`config.mk`:
```
export PLATFORM = sky130hd
export DESIGN_NAME = ring_counter_monitor_flat
export DESIGN_NICKNAME = d
export VERILOG_FILES = /design/src/rtl/ring_counter_monitor_if.sv /design/src/rtl/ring_counter_monitor.sv /design/src/flat_wrapper.sv
export SDC_FILE = /design/constraint.sdc
export NUM_CORES = 1
export LEC_CHECK = 0
export BUFFER_PORTS_ARGS = -buffer_cell sky130_fd_sc_hd__buf_4
export CORE_MARGIN = 1.5
export CORE_UTILIZATION = 55
export CTS_BUF_LIST = sky130_fd_sc_hd__clkbuf_4
export DETAILED_ROUTE_END_ITERATION = 8
export GPL_TIMING_DRIVEN = 0
export PLACE_DENSITY_LB_ADDON = 0.08
export SLEW_MARGIN = 20
export SYNTH_ARGS = -nofsm -noshare
export SYNTH_HDL_FRONTEND = slang
export SYNTH_SLANG_ARGS = --single-unit
```
`constraint.sdc`:
```
create_clock -name clk -period 6.2 [get_ports clk]
set_input_delay 1.24 -clock clk [delete_from_list [all_inputs] [get_ports clk]]
set_output_delay 1.24 -clock clk [all_outputs]
set_load 0.02 [all_outputs]
```
`src/rtl/ring_counter_monitor_if.sv`:
```
// Ring bus sample port and monitor status outputs.
// master drives the samples; slave is the monitor side.
interface ring_counter_monitor_if #(
    parameter int N     = 4,
    parameter int REV_W = 8
);
    localparam int IW = (N > 1) ? $clog2(N) : 1;

    logic             en;
    logic [N-1:0]     ring_in;
    logic [IW-1:0]    idx;
    logic             idx_valid;
    logic             locked;
    logic             err;
    logic [REV_W-1:0] rev_cnt;
    logic             rev_tick;

    modport master (
        output en, ring_in,
        input  idx, idx_valid, locked, err, rev_cnt, rev_tick
    );

    modport slave (
        input  en, ring_in,
        output idx, idx_valid, locked, err, rev_cnt, rev_tick
    );
endinterface

```
`src/rtl/ring_counter_monitor.sv`:
```
// One-hot ring sequence health monitor with lock tracking and revolution count.
// Optional RING_MON_STICKY_ERR_EN: sticky err and absorbing FAULT state.
module ring_counter_monitor #(
    parameter int N        = 4,
    parameter int LOCK_CNT = 2,
    parameter int REV_W    = 8
) (
    input logic                   clk,
    input logic                   clear,
    ring_counter_monitor_if.slave bus
);
    localparam int IW = (N > 1) ? $clog2(N) : 1;
    localparam int CW = $clog2(LOCK_CNT + 1);

    typedef enum logic [1:0] {
        IDLE   = 2'd0,
        SYNC   = 2'd1,
        LOCKED = 2'd2,
        FAULT  = 2'd3
    } state_e;

    state_e           state_q, state_d;
    logic [N-1:0]     prev_q, prev_d;
    logic [CW-1:0]    good_cnt_q, good_cnt_d;
    logic [CW-1:0]    cnt_inc;
    logic [IW-1:0]    idx_q, idx_d;
    logic [IW-1:0]    enc;
    logic             err_q, err_d;
    logic             tick_q, tick_d;
    logic [REV_W-1:0] rev_q, rev_d;
    logic             oh;
    logic             good;
    logic             wrap;
    logic             accept;

    always_comb begin
        enc = '0;
        for (int k = 0; k < N; k++) begin
            if (bus.ring_in[k]) enc = IW'(k);
        end
    end

    // Expected word is prev rotated right by one place
    assign oh      = $onehot(bus.ring_in);
    assign good    = oh && (bus.ring_in == {prev_q[0], prev_q[N-1:1]});
    assign wrap    = good && prev_q[0];
    assign cnt_inc = good_cnt_q + CW'(1);

`ifdef RING_MON_STICKY_ERR_EN
    assign accept = (state_q != FAULT);
`else
    assign accept = 1'b1;
`endif

    always_ff @(posedge clk) begin
        if (clear) begin
            state_q    <= IDLE;
            prev_q     <= '0;
            good_cnt_q <= '0;
            idx_q      <= '0;
            err_q      <= 1'b0;
            rev_q      <= '0;
            tick_q     <= 1'b0;
        end else begin
            state_q    <= state_d;
            prev_q     <= prev_d;
            good_cnt_q <= good_cnt_d;
            idx_q      <= idx_d;
            err_q      <= err_d;
            rev_q      <= rev_d;
            tick_q     <= tick_d;
        end
    end

    always_comb begin
        state_d    = state_q;
        prev_d     = prev_q;
        good_cnt_d = good_cnt_q;
        idx_d      = idx_q;
        rev_d      = rev_q;
        tick_d     = 1'b0;
`ifdef RING_MON_STICKY_ERR_EN
        err_d      = err_q;
`else
        err_d      = 1'b0;
`endif
        if (bus.en) begin
            if (oh && accept) begin
                prev_d = bus.ring_in;
                idx_d  = enc;
            end
            unique case (state_q)
                IDLE: begin
                    if (oh) begin
                        state_d    = SYNC;
                        good_cnt_d = '0;
                    end else begin
                        state_d = FAULT;
                        err_d   = 1'b1;
                    end
                end
                SYNC: begin
                    if (good) begin
                        good_cnt_d = cnt_inc;
                        if (cnt_inc == CW'(LOCK_CNT))
                            state_d = LOCKED;
                    end else if (oh) begin
                        good_cnt_d = '0;
                    end else begin
                        state_d = FAULT;
                        err_d   = 1'b1;
                    end
                end
                LOCKED: begin
                    if (good) begin
                        if (wrap) begin
                            rev_d  = rev_q + REV_W'(1);
                            tick_d = 1'b1;
                        end
                    end else begin
                        state_d = FAULT;
                        err_d   = 1'b1;
                    end
                end
                FAULT: begin
`ifndef RING_MON_STICKY_ERR_EN
                    if (oh) begin
                        state_d    = SYNC;
                        good_cnt_d = '0;
                    end else begin
                        err_d = 1'b1;
                    end
`endif
                end
                default: state_d = IDLE;
            endcase
`ifdef RING_MON_STICKY_ERR_EN
            if (state_d == FAULT) idx_d = '0;
`endif
        end
    end

    always_comb begin
        bus.idx       = idx_q;
        bus.idx_valid = (state_q == SYNC) || (state_q == LOCKED);
        bus.locked    = (state_q == LOCKED);
        bus.err       = err_q;
        bus.rev_cnt   = rev_q;
        bus.rev_tick  = tick_q;
    end

endmodule

```
`src/flat_wrapper.sv`:
```
// flat-port wrapper written by rule: the top's interface ports become plain ports
module ring_counter_monitor_flat 
#(
    parameter int N        = 4,
    parameter int LOCK_CNT = 2,
    parameter int REV_W    = 8
)
  (clk, clear, bus_en, bus_ring_in, bus_idx, bus_idx_valid, bus_locked, bus_err, bus_rev_cnt, bus_rev_tick);
  ring_counter_monitor_if #(.N(N), .REV_W(REV_W)) bus_i ();
  input logic clk;
  input logic clear;
  input wire logic [$bits(bus_i.en)-1:0] bus_en;
  input wire logic [$bits(bus_i.ring_in)-1:0] bus_ring_in;
  output wire logic [$bits(bus_i.idx)-1:0] bus_idx;
  output wire logic [$bits(bus_i.idx_valid)-1:0] bus_idx_valid;
  output wire logic [$bits(bus_i.locked)-1:0] bus_locked;
  output wire logic [$bits(bus_i.err)-1:0] bus_err;
  output wire logic [$bits(bus_i.rev_cnt)-1:0] bus_rev_cnt;
  output wire logic [$bits(bus_i.rev_tick)-1:0] bus_rev_tick;
  assign bus_i.en = bus_en;
  assign bus_i.ring_in = bus_ring_in;
  assign bus_idx = bus_i.idx;
  assign bus_idx_valid = bus_i.idx_valid;
  assign bus_locked = bus_i.locked;
  assign bus_err = bus_i.err;
  assign bus_rev_cnt = bus_i.rev_cnt;
  assign bus_rev_tick = bus_i.rev_tick;
  ring_counter_monitor #(.N(N), .LOCK_CNT(LOCK_CNT), .REV_W(REV_W)) u_core (.clk(clk), .clear(clear), .bus(bus_i));
endmodule
```
==> impl_metrics.env, run 1 <==
export IMPL_p_leak_nw=0.597
export IMPL_clock_sinks=20
export IMPL_cp_common_cell="ha_1"
export IMPL_timing_hold_ws_ns=0.475
export IMPL_vias=996
export IMPL_clk_pin_slew_ns=0.13
export IMPL_die_height_um=48.8
export IMPL_cp_end_kind="register"
export IMPL_period_needed_ns=3.76
export IMPL_cts_buffer_depth=2
export IMPL_placed_cells=182
export IMPL_cts_resized=0
export IMPL_synth_area_leaders="dfxtp_1 (35%), ha_1 (12%), nand2_1 (6.5%), xor2_1 (6.1%), a21oi_1 (5.6%)"
export IMPL_run_status="completed"
export IMPL_initial_core_util=0.588
export IMPL_grtUsageTotal=0.211
export IMPL_io_pins=21
export IMPL_ir_worst_vdd_uv=174
export IMPL_synth_cell_types=34
export IMPL_seq_area_frac_synth=0.347
export IMPL_antenna_left=0
export IMPL_drv_slew=0
export IMPL_overflow=0
export IMPL_worst_path_max_fanout=8
export IMPL_ctsHoldBuffers=0
export IMPL_ctsHtreeMaxLevel=1
export IMPL_top_layer_used="met4"
export IMPL_fin_tns_setup_ns=0
export IMPL_drt_pre_antenna_iters=4
export IMPL_synth_edf_count=0
export IMPL_areaGrowthSynthToFinish_pct=20.5
export IMPL_place_area_sq_um=1340
export IMPL_postLayoutCoreUtil=0.709
export IMPL_cp_data_arrival_time_ns=3.97
export IMPL_fin_nets=179
export IMPL_fin_cells=186
export IMPL_ys_warnings_count=0
export IMPL_fin_crit_sh=0.607
export IMPL_cts_tree="yes"
export IMPL_die_x_um=48.8
export IMPL_synth_area_sq_um=1150
export IMPL_powerDensity_nw_per_um2=263
export IMPL_power_total_mw=0.366
export IMPL_wl_met3_um=86
export IMPL_wl_per_cell_um=12.0
export IMPL_place_congestion=0.846
export IMPL_drc=0
export IMPL_drive_above_1_share=0.220
export IMPL_layout_setup_ws_ns=2.44
export IMPL_finalHoldViolCount=0
export IMPL_crit_path_start_kind="primary input"
export IMPL_fmax_ghz=0.266
export IMPL_clockRootBuffer="clkbuf_4"
export IMPL_yosys_top_cells_count="dfxtp_1 (20), nand2_1 (20), a21oi_1 (13)"
export IMPL_async_flop_share=0
export IMPL_grt_pass1_wl_mm=3.96
export IMPL_clk_latency_ns=0.31
export IMPL_numCtsBuffers=3
export IMPL_setup_violations=0
export IMPL_path_cells="buf_4 -> inv_1 -> ha_1 -> ha_1 -> fa_1 -> nor3b_2 -> nand2_1 -> nor4_1 -> nand3_1 -> mux2_2"
export IMPL_synth_fp_nets=154
export IMPL_preCtsSetupSlack_ns=2.12
export IMPL_hold_path_class="reg -> reg"
export IMPL_drtIter0Drc=25
export IMPL_cpPeakStageDelay_ns=0.48
export IMPL_cp_top_family="simple AND/OR/NAND/NOR gates"
export IMPL_coreArea_sq_um=1960
export IMPL_required_ns=6.40
export IMPL_ys_ff_latch=20
export IMPL_tightest_slew_ns=0.533
export IMPL_fin_area_sq_um=1390
export IMPL_cp_slowest_cell="fa_1"
export IMPL_grt_setup_unrepaired="no"
export IMPL_grt_pass1_vias=909
export IMPL_post_cts_buffers=0
export IMPL_syn_avg_cell_area_sq_um=8.55
export IMPL_synthFlopType="dfxtp_1"
export IMPL_post_synth_top_area_fraction=0.347
export IMPL_maxSlewHeadroom=0.642
export IMPL_io_buffers=20
export IMPL_num_rows=16
export IMPL_antenna_cells=0
export IMPL_vias_per_cell=5.35
export IMPL_die_area_sq_um=2380
export IMPL_critical_path_class="in -> reg"
export IMPL_wl_met2_mm=1.01
export IMPL_path_buf_inv=2
export IMPL_grt_antenna_before_repair=0
export IMPL_synthCells=135
export IMPL_fin_skew_ns=0.0125
export IMPL_synth_top_area_cell="dfxtp_1"
export IMPL_cap_violations=0
export IMPL_grt_max_degree=13
export IMPL_drt_met1_wl_mm=1.10
export IMPL_totalWireLength_mm=2.23
export IMPL_dpl_hpwl_mm=1.72
-- kinds of logic (layout without fill, tap and decap cells) --
logic type	count (synthesis)	after routing	share of synthesized area
and+or+nand+nor	57	57	0.272
DFF	20	20	0.347
muxes	1	1	0.00976
buffers and inverters	12	36	0.0423
AOI/OAI and AO/OA	25	25	0.131
xor gates and xnor gates	8	8	0.0607
adders and majority gates	12	12	0.137
-- worst register-to-register path: stages (launching register included) --
cell	delay, ns
dfxtp_1	0.36
inv_1	0.10
ha_1	0.31
nand2_1	0.11
or3_2	0.41
nor4_1	0.33
nand3_1	0.16
mux2_2	0.29
-- sequential cells by signal, summed over array words and instances, names as in the netlist --
signal	flops
u_core.prev_q	4
u_core.bus.rev_cnt	8
u_core.bus.err	1
u_core.bus.rev_tick	1
u_core.good_cnt_q	2
u_core.state_q	2
u_core.bus.idx	2
-- report_power, final --
part | switching, mW | total [mW] | leakage (nW) | internal [mW]
clock | 0.0429 | 0.108 | 0.0279 | 0.0653
combinational | 0.0655 | 0.114 | 0.407 | 0.0483
sequential | 0.00621 | 0.144 | 0.162 | 0.137
total | 0.115 | 0.366 | 0.597 | 0.251
-- layer usage --
metal,track usage,vias to the layer above
met5,0,-
met4,0.0857,0
met3,0.0368,4
met2,0.349,23
met1,0.273,449
li1,-,520
-- layout by cell type (no fill, tap or decap), types with 2 or more instances in the layout --
cell type,synthesis,layout
buf_4,1,21
nand2_1,20,20
dfxtp_1,20,20
a21oi_1,13,13
nor2_1,12,12
ha_1,11,11
inv_1,9,9
xor2_1,8,8
o21ai_0,4,4
nand3_1,4,4
o31ai_1,3,3
and3_1,3,3
clkbuf_4,0,3
clkbuf_1,2,2
or3_2,2,2
a211oi_1,2,2
nor2b_1,2,2
or3_1,2,2
-- cell type report --
class | count | area, sq um
clock inverter | 1 | 30.0
clock buffer | 3 | 22.5
multi-input combinational | 103 | 704
fill | 169 | 572
tap | 27 | 33.8
sequential | 20 | 400
inverter | 9 | 33.8
timing repair buffer | 20 | 150
buffer | 3 | 15.0
-- worst paths after layout --
path	from	to	slack (ns)	cells after the start
worst max register to register	u_core.state_q[0]	u_core.bus.rev_cnt[6]	4.02	7
worst min-delay path	u_core.good_cnt_q[1]	u_core.good_cnt_q[1]	0.48	2
worst min register to register	u_core.good_cnt_q[1]	u_core.good_cnt_q[1]	0.48	2
worst max-delay path	bus_ring_in[2]	u_core.bus.rev_cnt[6]	2.44	10
No activity file was read; power rests on OpenSTA's default activity.
==> run 2, diff against run 1 <==
--- a/config.mk
+++ b/config.mk
@@ -5,9 +5,10 @@
 export SDC_FILE = /design/constraint.sdc
 export NUM_CORES = 1
 export LEC_CHECK = 0
+export ABC_AREA = 1
 export BUFFER_PORTS_ARGS = -buffer_cell sky130_fd_sc_hd__buf_4
 export CORE_MARGIN = 1.5
-export CORE_UTILIZATION = 55
+export CORE_UTILIZATION = 52
 export CTS_BUF_LIST = sky130_fd_sc_hd__clkbuf_4
 export DETAILED_ROUTE_END_ITERATION = 8
 export GPL_TIMING_DRIVEN = 0
==> constraint.sdc (replaced) <==
create_clock -name clk -period 3.2 [get_ports clk]
set_input_delay 0.64 -clock clk [delete_from_list [all_inputs] [get_ports clk]]
set_output_delay 0.64 -clock clk [all_outputs]
set_load 0.02 [all_outputs]
==> impl_metrics.env, run 2 <==
export IMPL_fin_tns_setup_ns=0
export IMPL_clk_latency_ns=0.31
export IMPL_synthFlopType="dfxtp_1"
export IMPL_ys_ff_latch=20
export IMPL_cap_violations=0
export IMPL_post_synth_top_area_fraction=0.323
export IMPL_synthCells=170
export IMPL_syn_avg_cell_area_sq_um=7.30
export IMPL_clockRootBuffer="clkbuf_4"
export IMPL_cp_end_kind="register"
export IMPL_fmax_ghz=0.397
export IMPL_rrSetupSlack_ns=1.69
export IMPL_grt_max_degree=13
export IMPL_async_flop_share=0
export IMPL_synth_adder_area_share=0.127
export IMPL_maxSlewHeadroom=0.681
export IMPL_largest_register_ffs=8
export IMPL_antenna_cells=0
export IMPL_vias=1151
export IMPL_numCtsBuffers=3
export IMPL_grt_antenna_before_repair=0
export IMPL_fin_crit_sh=0.787
export IMPL_reg2reg_to="u_core.bus.rev_cnt[2]"
export IMPL_synth_xor_xnor_area_share=0.0353
export IMPL_fin_nets=214
export IMPL_crit_path_start_kind="primary input"
export IMPL_reg2reg_from="u_core.state_q[0]"
export IMPL_post_cts_buffers=0
export IMPL_power_total_mw=0.643
export IMPL_cts_tree="yes"
export IMPL_drive_above_1_share=0.191
export IMPL_run_status="completed"
export IMPL_ys_warnings_count=0
export IMPL_num_rows=17
export IMPL_synth_area_sq_um=1240
export IMPL_die_x_um=51.9
export IMPL_die_area_sq_um=2690
export IMPL_drtIter0Drc=17
export IMPL_finalHoldViolCount=0
export IMPL_synth_area_leaders="dfxtp_1 (32%), nand2_1 (13%), ha_1 (11%), inv_1 (7.6%), a21oi_1 (5.6%)"
export IMPL_wl_per_cell_um=11.2
export IMPL_ir_worst_vdd_uv=299
export IMPL_clk_pin_slew_ns=0.11
export IMPL_worst_path_max_fanout=10
export IMPL_drc=0
export IMPL_synth_compound_area_frac=0.0978
export IMPL_grt_pass1_vias=1015
export IMPL_cts_buffer_depth=2
export IMPL_coreArea_sq_um=2230
export IMPL_powerDensity_nw_per_um2=435
export IMPL_hold_depth=2
export IMPL_tightest_slew_ns=0.479
export IMPL_grt_setup_unrepaired="no"
export IMPL_synthSimpleGateAreaFrac=0.316
export IMPL_p_leak_nw=0.711
export IMPL_hold_start="u_core.good_cnt_q[1]"
export IMPL_synth_cell_types=25
export IMPL_yosys_top_cells_count="nand2_1 (42), inv_1 (25), dfxtp_1 (20)"
export IMPL_vias_per_cell=5.18
export IMPL_io_pins=21
export IMPL_min_to="u_core.good_cnt_q[1]"
export IMPL_yosysMostFrequentCell="nand2_1"
export IMPL_place_congestion=0.880
export IMPL_ctsHtreeMaxLevel=1
export IMPL_cts_resized=0
export IMPL_cp_data_arrival_time_ns=2.70
export IMPL_period_needed_ns=2.52
export IMPL_critical_path_class="in -> reg"
export IMPL_dpl_hpwl_mm=1.95
export IMPL_fin_cells=222
export IMPL_synth_fp_nets=189
export IMPL_final_cell_mix="nand2_1 (42), inv_1 (25), buf_4 (21), dfxtp_1 (20), a21oi_1 (14)"
export IMPL_overflow=0
export IMPL_io_buffers=20
export IMPL_totalWireLength_mm=2.49
export IMPL_drv_slew=0
export IMPL_drt_pre_antenna_iters=4
export IMPL_final_common_cell="nand2_1"
export IMPL_grtUsageTotal=0.216
export IMPL_areaGrowthSynthToFinish_pct=19.2
export IMPL_required_ns=3.39
export IMPL_seq_area_frac_synth=0.323
export IMPL_rr_worst_depth=7
export IMPL_grt_pass1_wl_mm=4.33
export IMPL_setup_violations=0
export IMPL_initial_core_util=0.556
export IMPL_fin_skew_ns=0.00110
export IMPL_antenna_left=0
export IMPL_hold_path_class="reg -> reg"
export IMPL_critPathLaunch="bus_ring_in[2]"
export IMPL_synth_top_family_by_area="simple AND/OR/NAND/NOR gates"
export IMPL_muxShareOfSynthArea=0
export IMPL_clock_sinks=20
export IMPL_die_height_um=51.9
export IMPL_ctsHoldBuffers=0
export IMPL_synth_top_area_cell="dfxtp_1"
export IMPL_placed_cells=218
export IMPL_synth_edf_count=0
==> run 2: cell count changes after synthesis, sizes merged, moves of 3 or more <==
| cell | delta |
|---|---|
| nand2 | +22 |
| o21ai | +5 |
| inv | +18 |
| nand4 | +8 |
| xor2 | -6 |
| and3 | -4 |
| nand3 | +4 |
| xnor2 | +3 |
| nor3 | +5 |
| or3 | -4 |
| o31ai | -3 |
==> run 2: area by class of cell <==
class | count | area (sq um)
timing repair buffer | 20 | 150
multi-input combinational | 120 | 714
tap | 28 | 35.0
buffer | 3 | 22.5
sequential | 20 | 400
clock inverter | 1 | 30.0
clock buffer | 3 | 22.5
fill | 219 | 754
inverter | 27 | 104
==> run 2: worst max-delay path by stage <==
stage                                  to  slack (ns)
detailed placement   u_core.good_cnt_q[1]        0.36
global route        u_core.bus.rev_cnt[6]        0.51
CTS                 u_core.bus.rev_cnt[2]        0.69
finish              u_core.bus.rev_cnt[2]        0.68
global placement    u_core.bus.rev_cnt[2]        0.37
floorplan            u_core.good_cnt_q[0]        0.70
==> run 2: critical path, stage by stage <==
cell     delay (ns)
buf_4          0.12
inv_1          0.13
ha_1           0.26
ha_1           0.19
fa_1           0.49
nor3_4         0.30
nand3_2        0.15
inv_4          0.13
nand3_2        0.14
nand2_1        0.10
a21oi_1        0.06
==> run 2: cells by family after synthesis <==
kind of cell	count (synthesis)
buf+inv	30
xor+xnor	5
compound gates	24
flops	20
fa+ha+maj	12
simple gates	79
==> run 2: where the power goes <==
group	internal (mW)	leakage [nW]	total (mW)	switching, mW
Clock	0.127	0.0279	0.208	0.0811
Combinational	0.0624	0.521	0.164	0.102
Sequential	0.262	0.162	0.271	0.00881
Total	0.451	0.711	0.643	0.192
==> run 2: layer usage <==
layer / global-route usage / vias up / part of all wire
met5: 0 / - / 0
met1: 0.285 / 529 / 0.50
li1: - / 598 / -
met2: 0.346 / 19 / 0.45
met3: 0.0345 / 5 / 0.035
met4: 0.0921 / 0 / 0.020
==> run 2: metrics by stage <==
step,cell area [sq um],util,setup WS (ns),hold WS [ns]
2_1_floorplan,1240,-,0.697,0.444
3_3_place_gp,1430,0.639,0.366,0.458
3_5_place_dp,1430,0.639,0.355,0.466
4_1_cts,1480,0.662,0.690,0.483
5_1_grt,1480,0.662,0.513,0.505
6_report,1480,0.662,0.682,0.483
==> run 3, diff against run 2 <==
--- a/config.mk
+++ b/config.mk
@@ -8,7 +8,7 @@
 export ABC_AREA = 1
 export BUFFER_PORTS_ARGS = -buffer_cell sky130_fd_sc_hd__buf_4
 export CORE_MARGIN = 1.5
-export CORE_UTILIZATION = 52
+export CORE_UTILIZATION = 55
 export CTS_BUF_LIST = sky130_fd_sc_hd__clkbuf_4
 export DETAILED_ROUTE_END_ITERATION = 8
 export GPL_TIMING_DRIVEN = 0
==> constraint.sdc (replaced) <==
create_clock -name clk -period 2.5 [get_ports clk]
set_input_delay 0.5 -clock clk [delete_from_list [all_inputs] [get_ports clk]]
set_output_delay 0.5 -clock clk [all_outputs]
set_load 0.02 [all_outputs]
==> impl_metrics.env, run 3 (synthesized netlist as in run 2, its figures left out) <==
export IMPL_vias=1137
export IMPL_regArea_sq_um=400
export IMPL_finalHoldViolCount=0
export IMPL_die_area_sq_um=2550
export IMPL_numCtsBuffers=3
export IMPL_critical_path_class="in -> reg"
export IMPL_areaGrowthSynthToFinish_pct=17.0
export IMPL_cts_tree="yes"
export IMPL_die_x_um=50.5
export IMPL_wl_per_cell_um=11.6
export IMPL_cts_buffer_depth=2
export IMPL_fmax_ghz=0.436
export IMPL_timing_hold_ws_ns=0.371
export IMPL_drv_slew=0
export IMPL_die_height_um=50.5
export IMPL_ctsHtreeMaxLevel=1
export IMPL_overflow=0
export IMPL_internal_power_mw=0.473
export IMPL_maxSlewHeadroom=0.692
export IMPL_hold_depth=2
export IMPL_num_rows=17
export IMPL_placed_cells=218
export IMPL_grt_antenna_before_repair=0
export IMPL_drt_pre_antenna_iters=4
export IMPL_clockRootBuffer="clkbuf_4"
export IMPL_largest_register_ffs=8
export IMPL_fin_nets=214
export IMPL_hold_path_class="in -> reg"
export IMPL_drive_above_1_share=0.186
export IMPL_vias_per_cell=5.12
export IMPL_io_pins=21
export IMPL_required_ns=2.68
export IMPL_crit_path_start_kind="primary input"
export IMPL_clk_pin_slew_ns=0.12
export IMPL_powerDensity_nw_per_um2=492
export IMPL_grt_setup_unrepaired="no"
export IMPL_totalWireLength_mm=2.57
export IMPL_clock_sinks=20
export IMPL_antenna_left=0
export IMPL_grtUsageTotal=0.242
export IMPL_dpl_hpwl_mm=2.01
export IMPL_period_needed_ns=2.29
export IMPL_ctsHoldBuffers=0
export IMPL_clk_latency_ns=0.30
export IMPL_fin_cells=222
export IMPL_tightest_slew_ns=0.462
export IMPL_multi_input_area_sq_um=714
export IMPL_p_leak_nw=0.699
export IMPL_place_congestion=0.797
export IMPL_ir_worst_vdd_uv=357
export IMPL_worst_path_max_fanout=10
export IMPL_antenna_cells=0
export IMPL_post_cts_buffers=0
export IMPL_io_buffers=20
export IMPL_final_common_cell="nand2_1"
export IMPL_run_status="completed"
export IMPL_cts_resized=0
export IMPL_grt_max_degree=12
export IMPL_rr_worst_depth=7
export IMPL_coreArea_sq_um=2170
export IMPL_grt_pass1_wl_mm=4.80
export IMPL_setup_violations=0
export IMPL_grt_pass1_vias=1170
export IMPL_cp_end_kind="register"
export IMPL_fin_crit_sh=0.918
export IMPL_initial_core_util=0.572
export IMPL_cap_violations=0
export IMPL_comb_power_share=0.294
export IMPL_cp_data_arrival_time_ns=2.48
export IMPL_netSwitchingPower_mw=0.241
export IMPL_fin_skew_ns=0.00765
export IMPL_n_fill_cell=206
export IMPL_final_cell_mix="nand2_1 (42), inv_1 (25), buf_4 (21), dfxtp_1 (20), a21oi_1 (14)"
export IMPL_swShare=0.338
export IMPL_p_seq_frac=0.485
export IMPL_drc=0
export IMPL_pwr_share_clk=0.221
export IMPL_drtIter0Drc=26
==> run 3: critical path: stages <==
cell     delay [ns]
buf_4          0.12
inv_1          0.12
ha_1           0.25
ha_1           0.19
fa_1           0.48
nor3_4         0.21
nand3_2        0.14
inv_4          0.13
nand3_2        0.15
nand2_1        0.11
a21oi_1        0.06
==> run 3: metrics by stage <==
step	setup WS [ns]	util	power [mW]	instance area [sq um]	TNS [ns]
6_report	0.206	0.670	0.715	1450	0
5_1_grt	0.0520	0.670	0.762	1450	0
4_1_cts	0.128	0.670	0.721	1450	0
3_5_place_dp	-0.192	0.657	0.564	1430	-2.43
3_3_place_gp	-0.145	0.657	0.560	1430	-1.96
2_1_floorplan	0.137	-	0.506	1240	0
==> run 3: final timing paths <==
check | slack, ns | end | startpoint
worst min register to register | 0.49 | u_core.good_cnt_q[1] | u_core.good_cnt_q[1]
worst max register to register | 0.96 | u_core.bus.rev_cnt[7] | u_core.state_q[0]
worst max-delay path | 0.21 | u_core.bus.rev_cnt[7] | bus_ring_in[2]
worst min-delay path | 0.37 | u_core.bus.idx[0] | clear
==> run 3: final cells by class <==
class / instances / area share
clock inverter: 1 / 0.00258
multi-input combinational: 120 / 0.492
timing repair buffer: 20 / 0.103
sequential: 20 / 0.276
clock buffer: 3 / 0.0155
inverter: 27 / 0.0715
buffer: 3 / 0.0155
tap: 28 / 0.0241
==> run 3: per-layer routing <==
metal  global-route usage  part of all wire  vias up
li1                     -                 -      595
met1                0.297              0.45      512
met2                0.439              0.51       24
met3               0.0179             0.026        6
met4               0.0946             0.018        0
met5                    0                 0        -
==> run 3: power groups by stage <==
stage               clock (mW)  sequential [mW]  combinational (mW)
global placement             0            0.353               0.207
global route             0.173            0.349               0.240
detailed placement           0            0.354               0.211
CTS                      0.162            0.346               0.212
floorplan                    0            0.358               0.147
finish                   0.158            0.346               0.210
